[src/rtl/serial_adder_ctrl.sv]
// Bit-serial adder: one full-adder cell, LSB first, WIDTH cycles per sum.
`timescale 1ns/1ps

module serial_adder_ctrl #(
    parameter int WIDTH = 8
) (
    input  logic             clk,
    input  logic             rst_n,
    input  logic             start,
    input  logic [WIDTH-1:0] A,
    input  logic [WIDTH-1:0] B,
    input  logic             Cin,
    output logic             busy,
    output logic             done,
    output logic [WIDTH-1:0] Sum,
    output logic             Cout
);

    localparam int CW = $clog2(WIDTH + 1);
    localparam logic [CW-1:0] LAST = CW'(WIDTH - 1);

    typedef enum logic [1:0] {
        IDLE,
        RUN,
        DONE
    } state_t;

    state_t           state;
    logic [WIDTH-1:0] a_sh;
    logic [WIDTH-1:0] b_sh;
    logic [WIDTH-1:0] sum_r;
    logic [WIDTH-1:0] sum_nx;
    logic [CW-1:0]    cnt;
    logic             carry;
    logic             fa_s;
    logic             fa_c;

    full_adder u_fa (
        .a  (a_sh[0]),
        .b  (b_sh[0]),
        .ci (carry),
        .s  (fa_s),
        .co (fa_c)
    );

    // Sum bits enter at the MSB so the LSB-first stream lands in place.
    generate
        if (WIDTH == 1) begin : g_w1
            assign sum_nx = fa_s;
        end else begin : g_wn
            assign sum_nx = {fa_s, sum_r[WIDTH-1:1]};
        end
    endgenerate

    always_ff @(posedge clk or negedge rst_n) begin
        if (!rst_n) begin
            state <= IDLE;
            a_sh  <= '0;
            b_sh  <= '0;
            sum_r <= '0;
            carry <= 1'b0;
            cnt   <= '0;
            busy  <= 1'b0;
            done  <= 1'b0;
        end else begin
            unique case (state)
                IDLE: begin
                    if (start) begin
                        a_sh  <= A;
                        b_sh  <= B;
                        carry <= Cin;
                        cnt   <= '0;
                        busy  <= 1'b1;
                        state <= RUN;
                    end
                end
                RUN: begin
                    sum_r <= sum_nx;
                    a_sh  <= a_sh >> 1;
                    b_sh  <= b_sh >> 1;
                    carry <= fa_c;
                    cnt   <= cnt + CW'(1);
                    if (cnt == LAST) begin
                        busy  <= 1'b0;
                        done  <= 1'b1;
                        state <= DONE;
                    end
                end
                DONE: begin
                    done  <= 1'b0;
                    state <= IDLE;
                end
                default: begin
                    busy  <= 1'b0;
                    done  <= 1'b0;
                    state <= IDLE;
                end
            endcase
        end
    end

    assign Sum  = sum_r;
    assign Cout = carry;

endmodule

module full_adder (
    input  logic a,
    input  logic b,
    input  logic ci,
    output logic s,
    output logic co
);

    assign s  = a ^ b ^ ci;
    assign co = (a & b) | (ci & (a ^ b));

endmodule

[config.mk]
export PLATFORM = sky130hd
export DESIGN_NAME = serial_adder_ctrl
export DESIGN_NICKNAME = d
export VERILOG_FILES = /design/src/rtl/serial_adder_ctrl.sv
export SDC_FILE = /design/constraint.sdc
export NUM_CORES = 1
export LEC_CHECK = 0
export BUFFER_PORTS_ARGS = -buffer_cell sky130_fd_sc_hd__buf_4
export CORE_UTILIZATION = 54
export DETAILED_ROUTE_END_ITERATION = 7
export PLACE_DENSITY = 0.78
export SKIP_CTS_REPAIR_TIMING = 1
export SLEW_MARGIN = 20
export SYNTH_ARGS = -nofsm -noshare
export SYNTH_HDL_FRONTEND = slang
export SYNTH_SLANG_ARGS = --single-unit
[constraint.sdc]
create_clock -name clk -period 1.3 [get_ports clk]
set_input_delay 0.13 -clock clk [delete_from_list [all_inputs] [get_ports clk]]
set_output_delay 0.13 -clock clk [all_outputs]
set_load 0.02 [all_outputs]
; Yosys cells after proc, flatten, opt, wreduce, memory -nomap -nowiden
; Cells that the tools add are included.
; W data, S select, Z words.
[op_classes]
add_sub_neg = 1
mul = 0
div_mod_pow = 0
order_cmp = 0
eq_ne = 5
shifts = 0
mux = 16
bitwise = 7
n_reduce_logical = 6
[op_table]
columns = cell, count
row1 = $pmux W8 S2, 2
row2 = $mux W8, 2
row3 = $pmux W4 S2, 1
row4 = $reduce_and A2 Y1, 3
row5 = $add A4 B1 Y4 const B, 1
row6 = $eq A4 B3 Y1 const B, 1
row7 = $mux W1, 4
row8 = $mux W2, 2
row9 = $mux W4, 1
row10 = $ne A2 B2 Y1 const B, 2
row11 = $pmux W1 S2, 2
row12 = $pmux W2 S2, 1
row13 = $pmux W1 S3, 1
row14 = $reduce_and A3 Y1, 1
row15 = $and A1 B1 Y1, 2
row16 = $eq A2 B1 Y1 const B, 1
row17 = $eq A2 B2 Y1 const B, 1
row18 = $logic_not A2 Y1, 1
row19 = $not A1 Y1, 2
row20 = $reduce_bool A2 Y1, 1
row21 = $xor A1 B1 Y1, 2
row22 = $or A1 B1 Y1, 1
[totals]
ff_bits = 33
latchBits = 0
mem_bits_rw = 0
romBits = 0
inputBits = 20
output_inout_bits = 11
wordCells = 43
mem_count = 0

; Depth between registers and ports, before layout
; Gate-level depths: netlist of the first run.
[depth]
depth_word = 4
mapped_depth = 5
mapped_depth_nobuf = 4

; Hierarchy
; A second synthesis of the first run with hierarchy kept.
[hier_totals]
hier_cells = 160
area_unflattened_um2 = 1556.5
[by_module_without_submodules]
columns = module, n_inst, cells_per_inst, area_per_inst_um2, seq_area_each_um2
row1 = serial_adder_ctrl, 1, 159, 1536.5, 825.8
row2 = full_adder, 1, 1, 20.0, 0.0

; Worst setup path before layout of the first run
; Ideal clock, no wire load.
[synth_path]
kind = reg-to-reg
from = register carry, in the netlist Cout
to = register carry, in the netlist Cout
setup_time_ps = 134
arrival_ps = 1120
required_ps = 1166
setup_slack_ps = 46
stages_incl_launch_ff = 4
n_path_buf = 0
period_less_slack_ps = 1254
cell_sequence = dfrtp_1 -> fa_1 -> a22oi_1 -> o21ai_0
[synth_via]
elab_chain_cells = 3
[synth_rtl]
columns = element, line
row1 = from (decl), 34  ; logic carry;
row2 = from (signal assigned), 71  ; carry <= Cin;
row3 = $and A1 B1 Y1, 116  ; assign co = (a & b) | (ci & (a ^ b));
row4 = $or A1 B1 Y1, 116
row5 = $pmux W1 S2, 66  ; unique case (state)
; Every way passes these cells.
; A chain may end at the register's enable or synchronous reset.

; Worst setup path after layout of the first run
[layout_path]
from = register cnt[0]
to = register cnt[2]
[layout_via]
elab_chain_cells = 2
[layout_rtl]
columns = element, line
row1 = from (decl), 33  ; logic [CW-1:0] cnt;
row2 = from (signal assigned), 82  ; cnt <= cnt + CW'(1);
row3 = $add A4 B1 Y4, 82
row4 = $pmux W4 S2, 66
; Every way passes these cells.

==> flow_metrics.tcl, run 1 <==
set metrics [dict create \
    fin_hold_ws_ps 47.9 \
    placedCellCount 220 \
    cp_top_family "flip-flops" \
    met2_usage_pct 41.0 \
    remaining_drc_errors 0 \
    drive_above_1_share_pct 26.1 \
    syn_inst 160 \
    gp_congestion 0.769 \
    fin_cells 230 \
    end_kind "flop" \
    ir_drop_mv 1.61 \
    cts_buffer_depth 2 \
    area_growth_pct 22.5 \
    cts.clk_slew.worst_paths_ps 100 \
    ios 31 \
    fin_crit_ps 1250 \
    die_height_um 55.9 \
    seq_area_um2 826 \
    power_density_nw_per_um2 2300 \
    routed_wirelength_um 3320 \
    tightest_slew_ps 419 \
    clock_sinks 33 \
    start_util_pct 56.9 \
    status "finished clean" \
    crit_slowest_cell "dfrtp_1" \
    cts_made_buffers 5 \
    nFillCells 220 \
    die-area_um2 3130 \
    grt_max_degree 34 \
    cp.required_ps 1530 \
    fin_skew_ps 15.4 \
    power.leakage_uw 0.000949 \
    final_nets 220 \
    worst_setup_path_start_kind "flop" \
    grt_pass1_wl_um 5610 \
    antenna_found_initial 0 \
    ys_types 27 \
    ys_ff_latch 33 \
    drtPass1Iterations 4 \
    synth_top_area_share_pct 52.6 \
    crit_type "flop to flop" \
    max_stage_delay_ps 400 \
    multi_input_area_um2 666 \
    wl_per_cell_um 14.4 \
    cp_data_arrival_time_ps 1480 \
    grt_util_met3_pct 7.21 \
    grt_pass1_vias 1294 \
    cp_num_buf_inv 0 \
    max_freq_mhz 797 \
    cp_cell_sequence "ha_1, mux2_2, a22o_1" \
    finalHoldViolCount 0 \
    ys_top_cells_by_area "dfrtp_1 53%, a22oi_1 7.2%, nand2_1 6.7%" \
    synth_top_area_cell "dfrtp_1" \
    final.setup.tns_ps 0 \
    ys_seq_area_share_pct 52.6 \
    gr-max-usage-layer "met2" \
    syn_nets 182 \
    netlist_area_um2 1570 \
    route.antenna.remaining_nets 0 \
    core_area_um2 2760 \
    finalPower_uw 4420 \
    rows 19 \
    drv_cap 0 \
    rsz0062_at_grt "no" \
    worstSkewPairLatency_ps 340 \
    maxSlewHeadroom_pct 72.1 \
    cp_max_fo 4 \
    clock_tree.root_cell "clkbuf_4" \
    yosys_warnings 0 \
    grt_use_met1_pct 27.0 \
    setup_viol 0 \
    post-dp-hpwl_um 2280 \
    die_x_um 55.9 \
    hold_path_class "input port to flop" \
    cts_tree "yes" \
    cts_max_level 2 \
    vias 1310 \
    gr-usage-all-layers_pct 23.5 \
    drtIter0Drc 52 \
    antenna_cells 0 \
    overflow 0 \
    portBuffers 30 \
    syn_area_per_cell_um2 9.81 \
    report.final.slew_viol_count 0 \
    finalCritPeriodShare_pct 96.5 \
    via_per_inst 5.70 \
]
-- synth_stat cells, drive strengths merged --
| cell type | n |
|---|---|
| nor2b | 11 |
| and2 | 1 |
| ha | 1 |
| mux2 | 1 |
| inv | 1 |
| o21bai | 1 |
| and2b | 8 |
| and3b | 1 |
| a21oi | 19 |
| clkbuf | 3 |
| o311ai | 1 |
| dfrtp | 33 |
| a22oi | 15 |
| nand2 | 28 |
| a22o | 2 |
| nor2 | 3 |
| o32ai | 1 |
| buf | 8 |
| nand2b | 1 |
| fa | 1 |
| nand3 | 2 |
| o21ai | 18 |
-- final cells by class --
| class | instances | area share, % |
|---|---|---|
| sequential | 33 | 43.0 |
| inverter | 1 | 0.195 |
| clock inverter | 1 | 0.260 |
| tap | 31 | 2.02 |
| timing repair buffer | 42 | 16.5 |
| multi-input combinational | 115 | 34.6 |
| clock buffer | 7 | 3.39 |
-- cells by family (layout without fill, tap and decap cells) --
group	after synthesis	in the layout	share of synthesized area (%)
AND/OR/NAND/NOR	55	55	17.8
buffers and inverters	12	51	5.10
flip-flops	33	33	52.6
multiplexers	1	1	0.718
AO/OA/AOI/OAI	57	57	21.7
adder cells (fa/ha/maj)	2	2	2.07
-- metrics by stage --
step           util [%]  setup WS [ps]  area [um^2]
6_report           69.7           45.6         1920
2_1_floorplan         -           45.7         1570
4_1_cts            69.0           48.1         1900
3_5_place_dp       66.4           64.5         1830
3_3_place_gp       66.4            112         1830
5_1_grt            69.7         0.0534         1920
-- worst reg2reg max path, delay by kind of cell (launching register included) --
kind / cells / cell delay, ps
flops: 1 / 400
mux: 1 / 340
compound gates: 1 / 220
fa+ha+maj: 1 / 190
-- layout by cell type, fill, tap and decap left out, drive strengths merged, types with 3 or more instances in the layout --
cell / n
dfrtp: 33
nand2: 28
nor2b: 11
o21ai: 18
a22oi: 15
a21oi: 19
and2b: 8
nor2: 3
buf: 41
clkbuf: 7
-- routing by layer --
layer  share of wire, %  up-vias  routed length, um
li1                   -      634                  -
met1                 45      648               1500
met2                 50       21               1670
met3                3.1        7                103
met4                1.4        0                 48
met5                  0        -                  0
-- path summary, 6_finish.rpt --
kind | cells after the start | to | slack (ps) | start
setup / recovery | 3 | cnt[2] | 50 | cnt[0]
hold / removal | 3 | b_sh[6] | 50 | B[6]
setup reg to reg | 3 | cnt[2] | 50 | cnt[0]
hold reg to reg | 2 | Sum[4] | 510 | Sum[5]
max in group asynchronous | 2 | cnt[2] | 740 | rst_n
min in group asynchronous | 2 | busy | 250 | rst_n
-- power by group --
group	switching [uW]	leakage [uW]	total [uW]	internal [uW]
Combinational	1060	0.000482	1960	904
Clock	353	0.0000413	666	313
Sequential	341	0.000425	1790	1450
Total	1750	0.000949	4420	2660
-- flip-flops by register name, indices dropped and copies added, names as in the netlist --
register	cells
Cout	1
Sum	8
a_sh	8
b_sh	8
busy	1
cnt	4
done	1
state	2
Note: power is estimated with default switching activity, not from simulation.
==> inputs of run 2 (changes only) <==
--- a/config.mk
+++ b/config.mk
@@ -6,11 +6,12 @@
 export NUM_CORES = 1
 export LEC_CHECK = 0
 export BUFFER_PORTS_ARGS = -buffer_cell sky130_fd_sc_hd__buf_4
-export CORE_UTILIZATION = 54
+export CORE_UTILIZATION = 53
 export DETAILED_ROUTE_END_ITERATION = 7
-export PLACE_DENSITY = 0.78
+export PLACE_DENSITY = 0.77
 export SKIP_CTS_REPAIR_TIMING = 1
 export SLEW_MARGIN = 20
 export SYNTH_ARGS = -nofsm -noshare
 export SYNTH_HDL_FRONTEND = slang
+export SYNTH_HIERARCHICAL = 1
 export SYNTH_SLANG_ARGS = --single-unit
==> flow_metrics.tcl, run 2 <==
set metrics [dict create \
    synth_common_cells "33 x dfrtp_1, 29 x nand2_1, 19 x a21oi_1, 14 x a22oi_1, 13 x o21ai_1" \
    crit_type "flop to flop" \
    final_cell_mix "37 x buf_4, 32 x dfrtp_1, 29 x nand2_1, 19 x a21oi_1, 14 x a22oi_1" \
    netlist_area_um2 1560 \
    maxSlewHeadroom_pct 71.9 \
    ys_seq_area_share_pct 53.1 \
    seq_area_um2 827 \
    finalHoldViolCount 0 \
    clock_sinks 33 \
    ys_top_cells_by_area "dfrtp_1 53%, nand2_1 7.0%, a22oi_1 6.8%" \
    wl_met2_um 1750 \
    cts_made_buffers 5 \
    vias 1299 \
    ios 31 \
    routed_wirelength_um 3430 \
    syn_inst 160 \
    final_common_cell "buf_4" \
    grt_pass1_vias 1286 \
    die_x_um 56.2 \
    post-dp-hpwl_um 2270 \
    synth_top_area_share_pct 53.1 \
    gr-usage-all-layers_pct 24.0 \
    grt_pass1_wl_um 5750 \
    max_freq_mhz 819 \
    drive_above_1_share_pct 25.0 \
    core_area_um2 2760 \
    r2r_cells 4 \
    overflow 0 \
    cp.required_ps 1530 \
    yosys_warnings 6 \
    ir_drop_mv 1.87 \
    finalCritPeriodShare_pct 94.0 \
    fin_util_pct 70.0 \
    die-area_um2 3160 \
    syn_nets 182 \
    cp_max_fo 4 \
    status "finished clean" \
    cts_tree "yes" \
    synth_edf_count 0 \
    final.setup.tns_ps 0 \
    hold_path_class "input port to flop" \
    rsz0062_at_grt "no" \
    drtPass1Iterations 4 \
    syn_area_per_cell_um2 9.73 \
    worst_setup_path_start_kind "flop" \
    cts_buffer_depth 2 \
    antenna_found_initial 0 \
    cp_data_arrival_time_ps 1450 \
    highest_layer "met4" \
    portBuffers 30 \
    nFillCells 224 \
    remaining_drc_errors 0 \
    wl_met3_um 172 \
    ys_types 25 \
    cts_max_level 2 \
    yosys_most_used_dff "dfrtp_1" \
    cts.clk_slew.worst_paths_ps 100 \
    grt_max_degree 34 \
    drtIter0Drc 60 \
    clock_tree.root_cell "clkbuf_4" \
    setup_viol 0 \
    end_kind "flop" \
    fin_skew_ps 6.38 \
    fin_crit_ps 1220 \
    antenna_cells 0 \
    wl_met1_um 1450 \
    via_per_inst 5.72 \
    area_growth_pct 24.0 \
    wl_per_cell_um 15.1 \
    drv_cap 0 \
    power.leakage_uw 0.000945 \
    worstSkewPairLatency_ps 340 \
    gp_congestion 0.717 \
    hold_depth 3 \
    power_density_nw_per_um2 2380 \
    rows 19 \
    async_flop_share_pct 100 \
    report.final.slew_viol_count 0 \
    multi_input_area_um2 668 \
    tightest_slew_ps 421 \
    synth_most_common_cell "dfrtp_1" \
    ys_ff_latch 33 \
    final_nets 217 \
    start_util_pct 56.4 \
    synth_top_area_cell "dfrtp_1" \
    route.antenna.remaining_nets 0 \
    die_height_um 56.2 \
]
run 2: kinds of logic after synthesis:
| logic type | synth area share (%) |
|---|---|
| multiplexers | 0.723 |
| AO/OA/AOI/OAI | 21.6 |
| buffers and inverters | 4.50 |
| adder cells (fa/ha/maj) | 2.09 |
| AND/OR/NAND/NOR | 18.0 |
| flip-flops | 53.1 |
run 2: cell type report:
type | count | share of cell area [%]
multi-input combinational | 115 | 34.6
tap | 31 | 2.01
sequential | 33 | 42.8
clock buffer | 7 | 2.85
timing repair buffer | 39 | 15.9
clock inverter | 1 | 1.56
inverter | 1 | 0.194
run 2: path summary, 6_finish.rpt:
kind	start	end	slack [ps]
setup / recovery	cnt[0]	done	80
hold / removal	A[3]	a_sh[3]	60
setup reg to reg	cnt[0]	done	80
hold reg to reg	Sum[0]	Sum[0]	500
max in group asynchronous	rst_n	state[1]	720
min in group asynchronous	rst_n	cnt[3]	270
run 2: where the power goes:
part	internal, uW	switching (uW)	total [uW]
Clock	459	346	805
Sequential	1450	350	1800
Combinational	910	1090	2000
Total	2820	1790	4600
run 2: metrics by stage:
stage / std cells / instance area, um^2 / hold slack (ps) / worst slack, ps / power [uW]
4_1_cts: 226 / 1910 / -282 / 76.0 / 4600
5_1_grt: 227 / 1930 / 56.8 / 5.58 / 4920
3_3_place_gp: 218 / 1830 / 87.4 / 145 / 3660
2_1_floorplan: 160 / 1560 / -166 / 118 / 3060
3_5_place_dp: 218 / 1830 / 94.5 / 91.9 / 3780
6_report: 227 / 1930 / 56.8 / 78.5 / 4600
run 2: routing by layer:
metal / GRT usage [%] / up-vias
met5: 0 / -
met4: 9.76 / 0
met3: 5.12 / 8
met2: 39.6 / 44
met1: 30.6 / 623
li1: - / 624
run 2: critical path, stage by stage (launching register included):
cell and delay (ps):
dfrtp_1 430, ha_1 230, and3b_1 230, a21oi_1 170, nor2_1 60
==> inputs of run 3 (changes only) <==
--- a/config.mk
+++ b/config.mk
@@ -5,12 +5,12 @@
 export SDC_FILE = /design/constraint.sdc
 export NUM_CORES = 1
 export LEC_CHECK = 0
+export ABC_AREA = 1
 export BUFFER_PORTS_ARGS = -buffer_cell sky130_fd_sc_hd__buf_4
 export CORE_UTILIZATION = 53
 export DETAILED_ROUTE_END_ITERATION = 7
-export PLACE_DENSITY = 0.77
+export PLACE_DENSITY = 0.78
 export SKIP_CTS_REPAIR_TIMING = 1
-export SLEW_MARGIN = 20
 export SYNTH_ARGS = -nofsm -noshare
 export SYNTH_HDL_FRONTEND = slang
 export SYNTH_HIERARCHICAL = 1
==> flow_metrics.tcl, run 3 <==
set metrics [dict create \
    status "complete, but fails checks" \
    violations "hold timing" \
    fin_hold_ws_ps -0.200 \
    cts.clk_slew.worst_paths_ps 90 \
    remaining_drc_errors 0 \
    cts_buffer_depth 2 \
    rows 18 \
    antenna_found_initial 0 \
    syn_area_per_cell_um2 8.71 \
    rr_startpoint "state[1]" \
    clock_sinks 33 \
    wl_per_cell_um 13.1 \
    synth_top_area_cell "dfrtp_1" \
    drive_above_1_share_pct 21.5 \
    syn_inst 169 \
    r2r_setup_slack_ps 140 \
    cp.required_ps 1570 \
    post-dp-hpwl_um 2050 \
    grt_pass1_vias 1053 \
    cts_max_level 2 \
    die-area_um2 2990 \
    netlist_area_um2 1470 \
    yosys_warnings 6 \
    maxSlewHeadroom_pct 71.8 \
    fin_crit_ps 1160 \
    report.final.slew_viol_count 0 \
    power_density_nw_per_um2 2250 \
    grt_pass1_wl_um 4490 \
    nFillCells 184 \
    final.setup.tns_ps 0 \
    end_kind "flop" \
    crit_type "flop to flop" \
    gr-usage-all-layers_pct 22.0 \
    portBuffers 30 \
    max_freq_mhz 859 \
    area_growth_pct 26.6 \
    ys_ff_latch 33 \
    worstSkewPairLatency_ps 330 \
    finalCritPeriodShare_pct 89.6 \
    routed_wirelength_um 3130 \
    antenna_cells 0 \
    rsz0062_at_grt "no" \
    tightest_slew_ps 423 \
    die_x_um 54.7 \
    hold_depth 3 \
    hold_start "B[4]" \
    overflow 0 \
    start_util_pct 57.8 \
    ios 31 \
    fin_skew_ps 3.90 \
    cts_tree "yes" \
    ys_seq_area_share_pct 56.1 \
    drtIter0Drc 42 \
    synth_top_area_share_pct 56.1 \
    final_cell_mix "61 x nand2_1, 39 x nand3_1, 33 x dfrtp_1, 31 x buf_4, 10 x inv_1" \
    ir_drop_mv 1.94 \
    power.leakage_uw 0.000992 \
    r2r_cells 5 \
    setup_viol 0 \
    drv_cap 0 \
    core_area_um2 2540 \
    ys_types 17 \
    via_per_inst 5.26 \
    gp_congestion 0.698 \
    synth_common_cells "61 x nand2_1, 39 x nand3_1, 33 x dfrtp_1, 10 x inv_1, 7 x o21ai_0" \
    fin_util_pct 73.2 \
    cp_max_fo 16 \
    finalHoldViolCount 1 \
    final_nets 231 \
    worst_setup_path_start_kind "flop" \
    hold_path_class "input port to flop" \
    grt_max_degree 34 \
    synth_edf_count 0 \
    yosys_most_used_dff "dfrtp_1" \
    async_flop_share_pct 100 \
    clock_tree.root_cell "clkbuf_4" \
    holdPathEnd "b_sh[4]" \
    die_height_um 54.7 \
    drtPass1Iterations 4 \
    vias 1256 \
    final_common_cell "nand2_1" \
    ys_top_cells_by_area "dfrtp_1 56%, nand2_1 16%, nand3_1 13%" \
    synth_most_common_cell "nand2_1" \
    cp_data_arrival_time_ps 1430 \
    r2r-end "a_sh[3]" \
    cts_made_buffers 5 \
    route.antenna.remaining_nets 0 \
    syn_nets 191 \
]
==> run 3: cell types whose count changed after synthesis, sizes merged, moves of 2 or more <==
| cell | delta |
|---|---|
| nand2 | +33 |
| clkbuf | -2 |
| and3b | -2 |
| a22oi | -14 |
| and2b | -6 |
| a22o | -2 |
| inv | +12 |
| nand3 | +37 |
| o21ai | -11 |
| nor2b | -12 |
| a21oi | -18 |
==> run 3: cells by family after synthesis <==
logic type,count (synthesis),synth area share (%)
and+or+nand+nor,104,30.7
AOI/OAI and AO/OA,8,2.72
buffers and inverters,21,7.65
xor gates and xnor gates,1,0.595
DFF,33,56.1
adders and majority gates,2,2.21
==> run 3: stage by stage <==
stage	cell area, um^2	total power, uW	cells	setup slack [ps]
3_3_place_gp	1740	3500	225	202
4_1_cts	1790	4200	232	143
5_1_grt	1860	4480	239	48.1
2_1_floorplan	1470	2950	169	156
6_report	1860	4200	239	135
3_5_place_dp	1740	3610	225	165
==> run 3: worst max-delay path by stage <==
stage,start,endpoint,depth (start not counted)
2_1_floorplan,Cout,Cout,5
3_3_place_gp,a_sh[0],Cout,5
3_5_place_dp,a_sh[0],Cout,5
4_1_cts,state[1],a_sh[2],5
5_1_grt,cnt[0],busy,6
6_report,state[1],a_sh[3],5
==> run 3: power breakdown <==
part	total [uW]	switching, uW	internal, uW
Combinational	1850	1070	787
Sequential	1760	309	1450
Clock	586	330	255
Total	4200	1710	2490
==> run 3: final cells by class <==
class	instances	area, um^2	share of cell area [%]
multi-input combinational	115	533	28.6
timing repair buffer	41	363	19.5
inverter	13	48.8	2.62
clock buffer	7	55.1	2.95
tap	30	37.5	2.01
sequential	33	826	44.3
==> run 3: critical path, stage by stage, from the launching register on <==
cell and delay, ps:
dfrtp_1 440, inv_2 100, nand3_1 130, inv_2 250, nand2_1 100, nand3_1 90
==> run 3: routing by layer <==
layer / wire length [um] / vias to the layer above / GRT usage (%)
met3: 108 / 5 / 5.83
met1: 1440 / 601 / 27.4
met4: 49 / 0 / 14.1
met2: 1530 / 28 / 33.5
met5: 0 / - / 0
li1: - / 622 / -
